**src/rtl/corelet_feeder.sv**
```systemverilog
// Issuing-side sequencer for the corelet input path: fills L0 from SRAM with the
// kernel, loads it into the MAC array, then fills and streams the activations.
module corelet_feeder #(
  parameter int row      = 8,
  parameter int col      = 8,
  parameter int bw       = 4,
  parameter int addr_w   = 11,
  parameter int l0_depth = 64
) (
  input  logic                clk,
  input  logic                reset,
  input  logic                start,
  input  logic [addr_w-1:0]   w_base,
  input  logic [addr_w-1:0]   a_base,
  input  logic [6:0]          num_act,
  output logic                sram_cen,
  output logic                sram_wen,
  output logic [addr_w-1:0]   sram_addr,
  input  logic [row*bw-1:0]   sram_dout,
  output logic [row*bw-1:0]   l0_in,
  output logic                l0_wr,
  input  logic                l0_full,
  output logic                l0_rd,
  output logic                load,
  output logic                execute,
  output logic                busy,
  output logic                done
);

  typedef enum logic [3:0] {
    IDLE, WFILL, WSET, WLOAD, WGAP, AFILL, ASET, EXEC, DRAIN, DONE
  } state_t;

  localparam logic [7:0] COL_N  = 8'(col);
  localparam logic [7:0] GAP_N  = 8'(row + col);
  localparam logic [7:0] SET_N  = 8'd2;
  localparam logic [6:0] DEPTH  = 7'(l0_depth);

  state_t            state, state_n;
  logic [7:0]        cnt, cnt_n;
  logic [addr_w-1:0] a_base_r, a_base_n;
  logic [6:0]        n_r, n_n;
  logic [addr_w-1:0] addr_n, addr_next;
  logic              cen_n, wr_n, rd_n, load_n, exec_n, done_n;
  logic [7:0]        fill_len;

  // SRAM data lands one cycle after issue, lining up with L0's delayed write.
  assign l0_in    = sram_dout;
  assign sram_wen = 1'b1;

  // Address advances only past a word that was actually issued; stalls hold it.
  assign addr_next = sram_cen ? sram_addr : sram_addr + 1'b1;
  assign fill_len  = (state == WFILL) ? COL_N : {1'b0, n_r};

  always_comb begin
    state_n  = state;
    cnt_n    = cnt;
    a_base_n = a_base_r;
    n_n      = n_r;
    addr_n   = sram_addr;
    cen_n    = 1'b1;
    wr_n     = 1'b0;
    rd_n     = 1'b0;
    load_n   = 1'b0;
    exec_n   = 1'b0;
    done_n   = 1'b0;
    case (state)
      IDLE: if (start) begin
        state_n  = WFILL;
        a_base_n = a_base;
        n_n      = (num_act > DEPTH) ? DEPTH : num_act;
        addr_n   = w_base;
        cen_n    = l0_full;
        wr_n     = !l0_full;
        cnt_n    = l0_full ? 8'd0 : 8'd1;
      end
      WFILL, AFILL: begin
        if (cnt == fill_len) begin
          state_n = (state == WFILL) ? WSET : ASET;
          cnt_n   = 8'd1;
        end else begin
          addr_n = addr_next;
          if (!l0_full) begin
            cen_n = 1'b0;
            wr_n  = 1'b1;
            cnt_n = cnt + 8'd1;
          end
        end
      end
      WSET, ASET: begin
        if (cnt == SET_N) begin
          state_n = (state == WSET) ? WLOAD : EXEC;
          cnt_n   = 8'd1;
          rd_n    = 1'b1;
          load_n  = (state == WSET);
          exec_n  = (state == ASET);
        end else begin
          cnt_n = cnt + 8'd1;
        end
      end
      WLOAD: begin
        if (cnt == COL_N) begin
          state_n = WGAP;
          cnt_n   = 8'd1;
        end else begin
          cnt_n  = cnt + 8'd1;
          rd_n   = 1'b1;
          load_n = 1'b1;
        end
      end
      WGAP: begin
        if (cnt != GAP_N) begin
          cnt_n = cnt + 8'd1;
        end else if (n_r == 7'd0) begin
          state_n = DONE;
          cnt_n   = 8'd0;
          done_n  = 1'b1;
        end else begin
          state_n = AFILL;
          addr_n  = a_base_r;
          cen_n   = l0_full;
          wr_n    = !l0_full;
          cnt_n   = l0_full ? 8'd0 : 8'd1;
        end
      end
      EXEC: begin
        if (cnt == {1'b0, n_r}) begin
          state_n = DRAIN;
          cnt_n   = 8'd1;
        end else begin
          cnt_n  = cnt + 8'd1;
          rd_n   = 1'b1;
          exec_n = 1'b1;
        end
      end
      DRAIN: begin
        if (cnt == GAP_N) begin
          state_n = DONE;
          cnt_n   = 8'd0;
          done_n  = 1'b1;
        end else begin
          cnt_n = cnt + 8'd1;
        end
      end
      DONE: begin
        state_n = IDLE;
        cnt_n   = 8'd0;
      end
      default: begin
        state_n = IDLE;
        cnt_n   = 8'd0;
      end
    endcase
  end

  // Outputs are registered from next-state decode so they match the new state.
  always_ff @(posedge clk or posedge reset) begin
    if (reset) begin
      state     <= IDLE;
      cnt       <= 8'd0;
      a_base_r  <= '0;
      n_r       <= 7'd0;
      sram_cen  <= 1'b1;
      sram_addr <= '0;
      l0_wr     <= 1'b0;
      l0_rd     <= 1'b0;
      load      <= 1'b0;
      execute   <= 1'b0;
      busy      <= 1'b0;
      done      <= 1'b0;
    end else begin
      state     <= state_n;
      cnt       <= cnt_n;
      a_base_r  <= a_base_n;
      n_r       <= n_n;
      sram_cen  <= cen_n;
      sram_addr <= addr_n;
      l0_wr     <= wr_n;
      l0_rd     <= rd_n;
      load      <= load_n;
      execute   <= exec_n;
      busy      <= (state_n != IDLE);
      done      <= done_n;
    end
  end

endmodule
```
**config.mk**
```make
export PLATFORM = sky130hd
export DESIGN_NAME = corelet_feeder
export DESIGN_NICKNAME = d
export VERILOG_FILES = /design/src/rtl/corelet_feeder.sv
export SDC_FILE = /design/constraint.sdc
export NUM_CORES = 1
export LEC_CHECK = 0
export BUFFER_PORTS_ARGS = -buffer_cell sky130_fd_sc_hd__buf_2
export CAP_MARGIN = 40
export CORE_MARGIN = 2
export CORE_UTILIZATION = 38
export DETAILED_ROUTE_END_ITERATION = 12
export PLACE_DENSITY = 0.7
export SLEW_MARGIN = 20
export SYNTH_ARGS = -nofsm -noshare
export SYNTH_HDL_FRONTEND = slang
export SYNTH_SLANG_ARGS = --single-unit
```
**constraint.sdc**
```tcl
create_clock -name clk -period 2.7 [get_ports clk]
set_clock_uncertainty 0.05 [all_clocks]
set_input_delay 0.27 -clock clk [delete_from_list [all_inputs] [get_ports clk]]
set_output_delay 0.27 -clock clk [all_outputs]
set_load 0.01 [all_outputs]
```
Yosys cells after proc, flatten, opt, wreduce, memory -nomap -nowiden
Index checks and enable logic that the tools add are counted.
W data, S select, Z words.

storage, ports and cells
  register bits after elaboration = 48
  input port bits = 65
  output and inout bits = 51

cells by class
  add/subtract/negate cells = 2
  order comparisons = 1
  equality and inequality tests = 20
  mux-type cells = 54
  reductions and logical operators = 10

operators with widths
  operator                 number
  $mux W8                  8
  $pmux W8 S7              1
  $mux W11                 5
  $pmux W11 S3             1
  $mux W4                  8
  $pmux W4 S7              1
  $mux W1                  20
  $eq A4 B3 Y1 const B     4
  $eq A8 B7 Y1             2
  $mux W7                  2
  $add A11 B1 Y11 const B  1
  $ne A2 B2 Y1 const B     5
  $pmux W1 S3              3
  $add A8 B1 Y8 const B    1
  $eq A4 B2 Y1 const B     2
  $eq A8 B2 Y1 const B     1
  $eq A8 B4 Y1 const B     1
  $eq A8 B5 Y1 const B     1
  $ne A8 B5 Y1 const B     1
  $gt A7 B7 Y1 const B     1
  $logic_not A7 Y1         1
  $mux W3                  2
  $pmux W1 S2              3
  $reduce_and A6 Y1        1
  9 further kinds          11

Depth between registers and ports, before layout
  depth after elaboration = 6
  mapped depth = 9

Least setup slack after synthesis
No wires, ideal clock.

  path kind = register to register
  start point = register cnt[4]
  end point = register cnt[3]
  setup time = 121 ps
  arrival time = 2,218 ps
  path slack = 311 ps
  stages on the path, launching flop included = 9
  clock period less this slack = 2,389 ps
  path through = dfrtp_1 -> buf_6 -> or4b_1 -> or4b_4 -> nand4_2 -> and4_1 -> buf_4 -> o21ai_1 -> a22o_1

on the way
  longest elaborated chain between the ends = 3
  elaborated cells on any way between the ends = 15
  classes of those cells = 7 x eq/ne; 7 x mux; 1 x reduce/logical

ends and longest elaborated chain
  item                                              line  source
  from (decl)                                       40    logic [7:0] cnt, cnt_n;
  from (signal assigned)                            173   cnt <= cnt_n;
  $eq A8 B5 Y1 (tied with other cells)              137   if (cnt == GAP_N) begin
  $mux W8 (tied with other cells)                   137
  $pmux W8 S7 or $reduce_and A2 Y1 (tied branches)  n/a

Several ways; a longest one is shown, not always the timed one.
A chain may end at the register's enable or synchronous reset.

Worst setup path in the final report
  start point = register cnt[2]
  end point = register cnt[2]

on the way
  longest elaborated chain between the ends = 4
  elaborated cells on any way between the ends = 17
  classes of those cells = 1 x add/sub; 7 x eq/ne; 8 x mux; 1 x reduce/logical

ends and longest elaborated chain
  item           line  source
  $add A8 B1 Y8  n/a
  $mux W8        83    if (!l0_full) begin
  $mux W8        78    if (cnt == fill_len) begin
  $pmux W8 S7    67    case (state)

Several ways; a longest one is shown, not always the timed one. The select of a mux whose other input is x is not followed.

==> impl_metrics.tcl <==
set metrics [dict create \
    syn-cell-area_sq_mm 0.00300 \
    fin_cells 456 \
    clkSlewWorstSetupHoldPaths_ns 0.09 \
    synth-seq-area-share_pct 40.0 \
    min_to "a_base_r[3]" \
    finish.net_count 422 \
    dr.pass1.iters 5 \
    cts_tree "built" \
    synth_edf_count 0 \
    final_common_cell "buf_2" \
    required_ns 2.90 \
    yosys-top-cells-area "dfrtp_1 (39%), buf_4 (9.2%), o21ai_0 (4.5%), mux2_2 (4.5%), nand2_1 (2.9%)" \
    synth-seq-cells 48 \
    dieArea_sq_mm 0.00863 \
    fmax_mhz 389 \
    muxShareOfSynthArea_pct 4.50 \
    syn_to_final_growth_pct 8.83 \
    track_usage_pct 16.3 \
    placed_area_sq_mm 0.00313 \
    min_from "a_base[3]" \
    path_class "flip-flop to flip-flop" \
    fin_area_sq_mm 0.00327 \
    multi_input_area_sq_mm 0.00141 \
    hpwlAfterDp_um 5280 \
    place.gp.congestion 0.919 \
    drt-total-wl_um 7130 \
    synth_top_area_cell "dfrtp_1" \
    layout_min_cycle_time_ns 2.57 \
    drc 0 \
    avgSynthCellArea_sq_um 9.07 \
    worstReg2RegEnd "cnt[2]" \
    worst_slew_pin_slew_ns 0.561 \
    grt_pass1_vias 2314 \
    synth_top_family_by_area "simple AND/OR/NAND/NOR gates" \
    core_area_sq_mm 0.00769 \
    routedWlPerCell_um 15.6 \
    clock_path_buffers 2 \
    grt_pass1_wl_um 11200 \
    num_vias 2543 \
    cts-buffers-inserted 5 \
    cp_data_arrival_time_ns 2.77 \
    ff_latch_area_sq_mm 0.00120 \
    r2r_cells 8 \
    p_leak_nw 1.46 \
    die_h_um 92.9 \
    initial_utilization_pct 39.1 \
    grt_setup_unrepaired "no" \
    yosysUniqueCellTypes 55 \
    rows 32 \
    ys_warn_count 0 \
    synth_nets 400 \
    r2r_slack_ns 0.13 \
    tns_ns 0 \
    synth-adder-area-share_pct 1.67 \
    p_per_area_mw_per_mm2 1100 \
    finalSetupViolCount 0 \
    grt_overflow 0 \
    antenna_found_initial 0 \
    cp_max_fo 11 \
    place_worst_setup_slack_ns 0.0774 \
    clock_sinks 48 \
    htreeDepth 2 \
    diodes 0 \
    synth_top_area_share_pct 39.2 \
    dp.cells 447 \
    drive_gt1_share_pct 26.8 \
    vias_per_cell 5.58 \
    cts-root-buf "clkbuf_8" \
    endpoint_kind "flip-flop" \
    synth_xor_area_share_pct 0.875 \
    synth-simple-area-share_pct 21.3 \
    most-common-layout-cells "buf_2 (50), dfrtp_1 (47), o21ai_0 (27), nand2_1 (23), nor2_1 (16)" \
    slew_violations 0 \
    fin_ws_ns 0.132 \
    synth-async-reset-ratio_pct 100 \
    fill_cells 781 \
    ir_worst_vdd_mv 0.481 \
    drt_iter0_markers 237 \
    insertion_delay_ns 0.31 \
    hold_violations 0 \
    crit_path_start_kind "flip-flop" \
    die_w_um 92.9 \
    synth_ff_type "dfrtp_1" \
    status "finished clean" \
    holdPathStages 2 \
    maxCapViolCount 0 \
    post-route-period-util_pct 95.1 \
    pin_count 116 \
    netlist_instances 331 \
    regToRegStartpoint "cnt[2]" \
    synth_compound_area_share_pct 18.0 \
    numPortBuffers 50 \
    grt_max_degree 30 \
    power_w 0.00359 \
    hold_path.class "input port to flip-flop" \
    ant_nets 0 \
    relSlewSlack_pct 62.6 \
]
[critical path, stage by stage, from the launching register on]
cell,delay (ns)
dfrtp_1,0.50
nand2b_1,0.12
o2111a_1,0.20
or4bb_1,0.52
or2_1,0.26
a31oi_1,0.23
buf_4,0.21
nor2b_2,0.24
a22o_1,0.16
[layout make-up]
type / count / share of cell area (%)
Sequential cell: 48 / 36.8
Timing Repair Buffer: 65 / 11.2
Multi-Input combinational cell: 219 / 43.1
Inverter: 14 / 1.61
Clock buffer: 5 / 2.11
Tap cell: 102 / 3.91
Clock inverter: 3 / 1.30
[cell usage after synthesis, types with 4 or more instances]
master     n
nand2b_1  10
nand3_1   11
dfrtp_1   47
o21ai_1    6
a22o_1     6
a21oi_1   15
buf_4     37
o22ai_1    4
nor3b_1    5
o21ai_0   27
nor3_1    11
a221oi_1   9
and2_1     6
inv_1     14
mux2_2    12
nor2_1    16
ha_1       4
nor4_1     4
clkbuf_1   9
nand2_1   23
and3_1     6
nor2b_1    5
[routing by layer]
| metal | up-vias | GRT usage (%) | routed length (um) |
|---|---|---|---|
| li1 | 1193 | - | - |
| met1 | 1219 | 22.1 | 3180 |
| met2 | 112 | 25.1 | 3290 |
| met4 | 0 | 7.11 | 159 |
| met3 | 19 | 3.42 | 495 |
| met5 | - | 0 | 0 |
[kinds of logic (layout without fill, tap and decap cells)]
logic type | count (synthesis) | count (layout)
AO/OA/AOI/OAI | 85 | 85
XOR/XNOR | 3 | 3
adder cells (fa/ha/maj) | 4 | 4
buffers and inverters | 64 | 87
flip-flops | 48 | 48
multiplexers | 12 | 12
other | 1 | 1
AND/OR/NAND/NOR | 114 | 114
[where the power goes]
| group | switching, W | internal (W) |
|---|---|---|
| Sequential | 0.000276 | 0.00101 |
| Clock | 0.000251 | 0.000274 |
| Combinational | 0.00101 | 0.000769 |
[flip-flops by register name, summed over array words and instances, names as in the netlist]
name       count
cnt            8
sram_cen       1
execute        1
done           1
load           1
sram_addr     11
busy           1
l0_rd          1
a_base_r      11
state          4
n_r            7
l0_wr          1
[worst max-delay path by stage]
stage                  start      endpoint  slack [ns]  cells past startpoint
floorplan             cnt[4]        cnt[3]        0.31                      8
global placement    state[1]        cnt[4]        0.14                      7
detailed placement    cnt[2]        cnt[6]        0.08                      7
CTS                   cnt[2]        cnt[6]        0.06                      7
global route          cnt[3]  sram_addr[9]       0.002                      7
finish                cnt[2]        cnt[2]        0.13                      8
[what timing repair did]
item	CTS	global route
hold buffers	1	0
buffers inserted	0	0
setup endpoints to repair	0	17
endpoints found under the hold margin	18	0
resized for setup	0	4
[through the flow]
stage | hold WS [ns] | utilization (%)
global route | 0.123 | 42.5
detailed placement | 0.237 | 40.8
finish | 0.141 | 42.5
floorplan | 0.306 | -
global placement | 0.237 | 40.8
CTS | 0.128 | 42.3
Power figures use the tool's default switching activity.
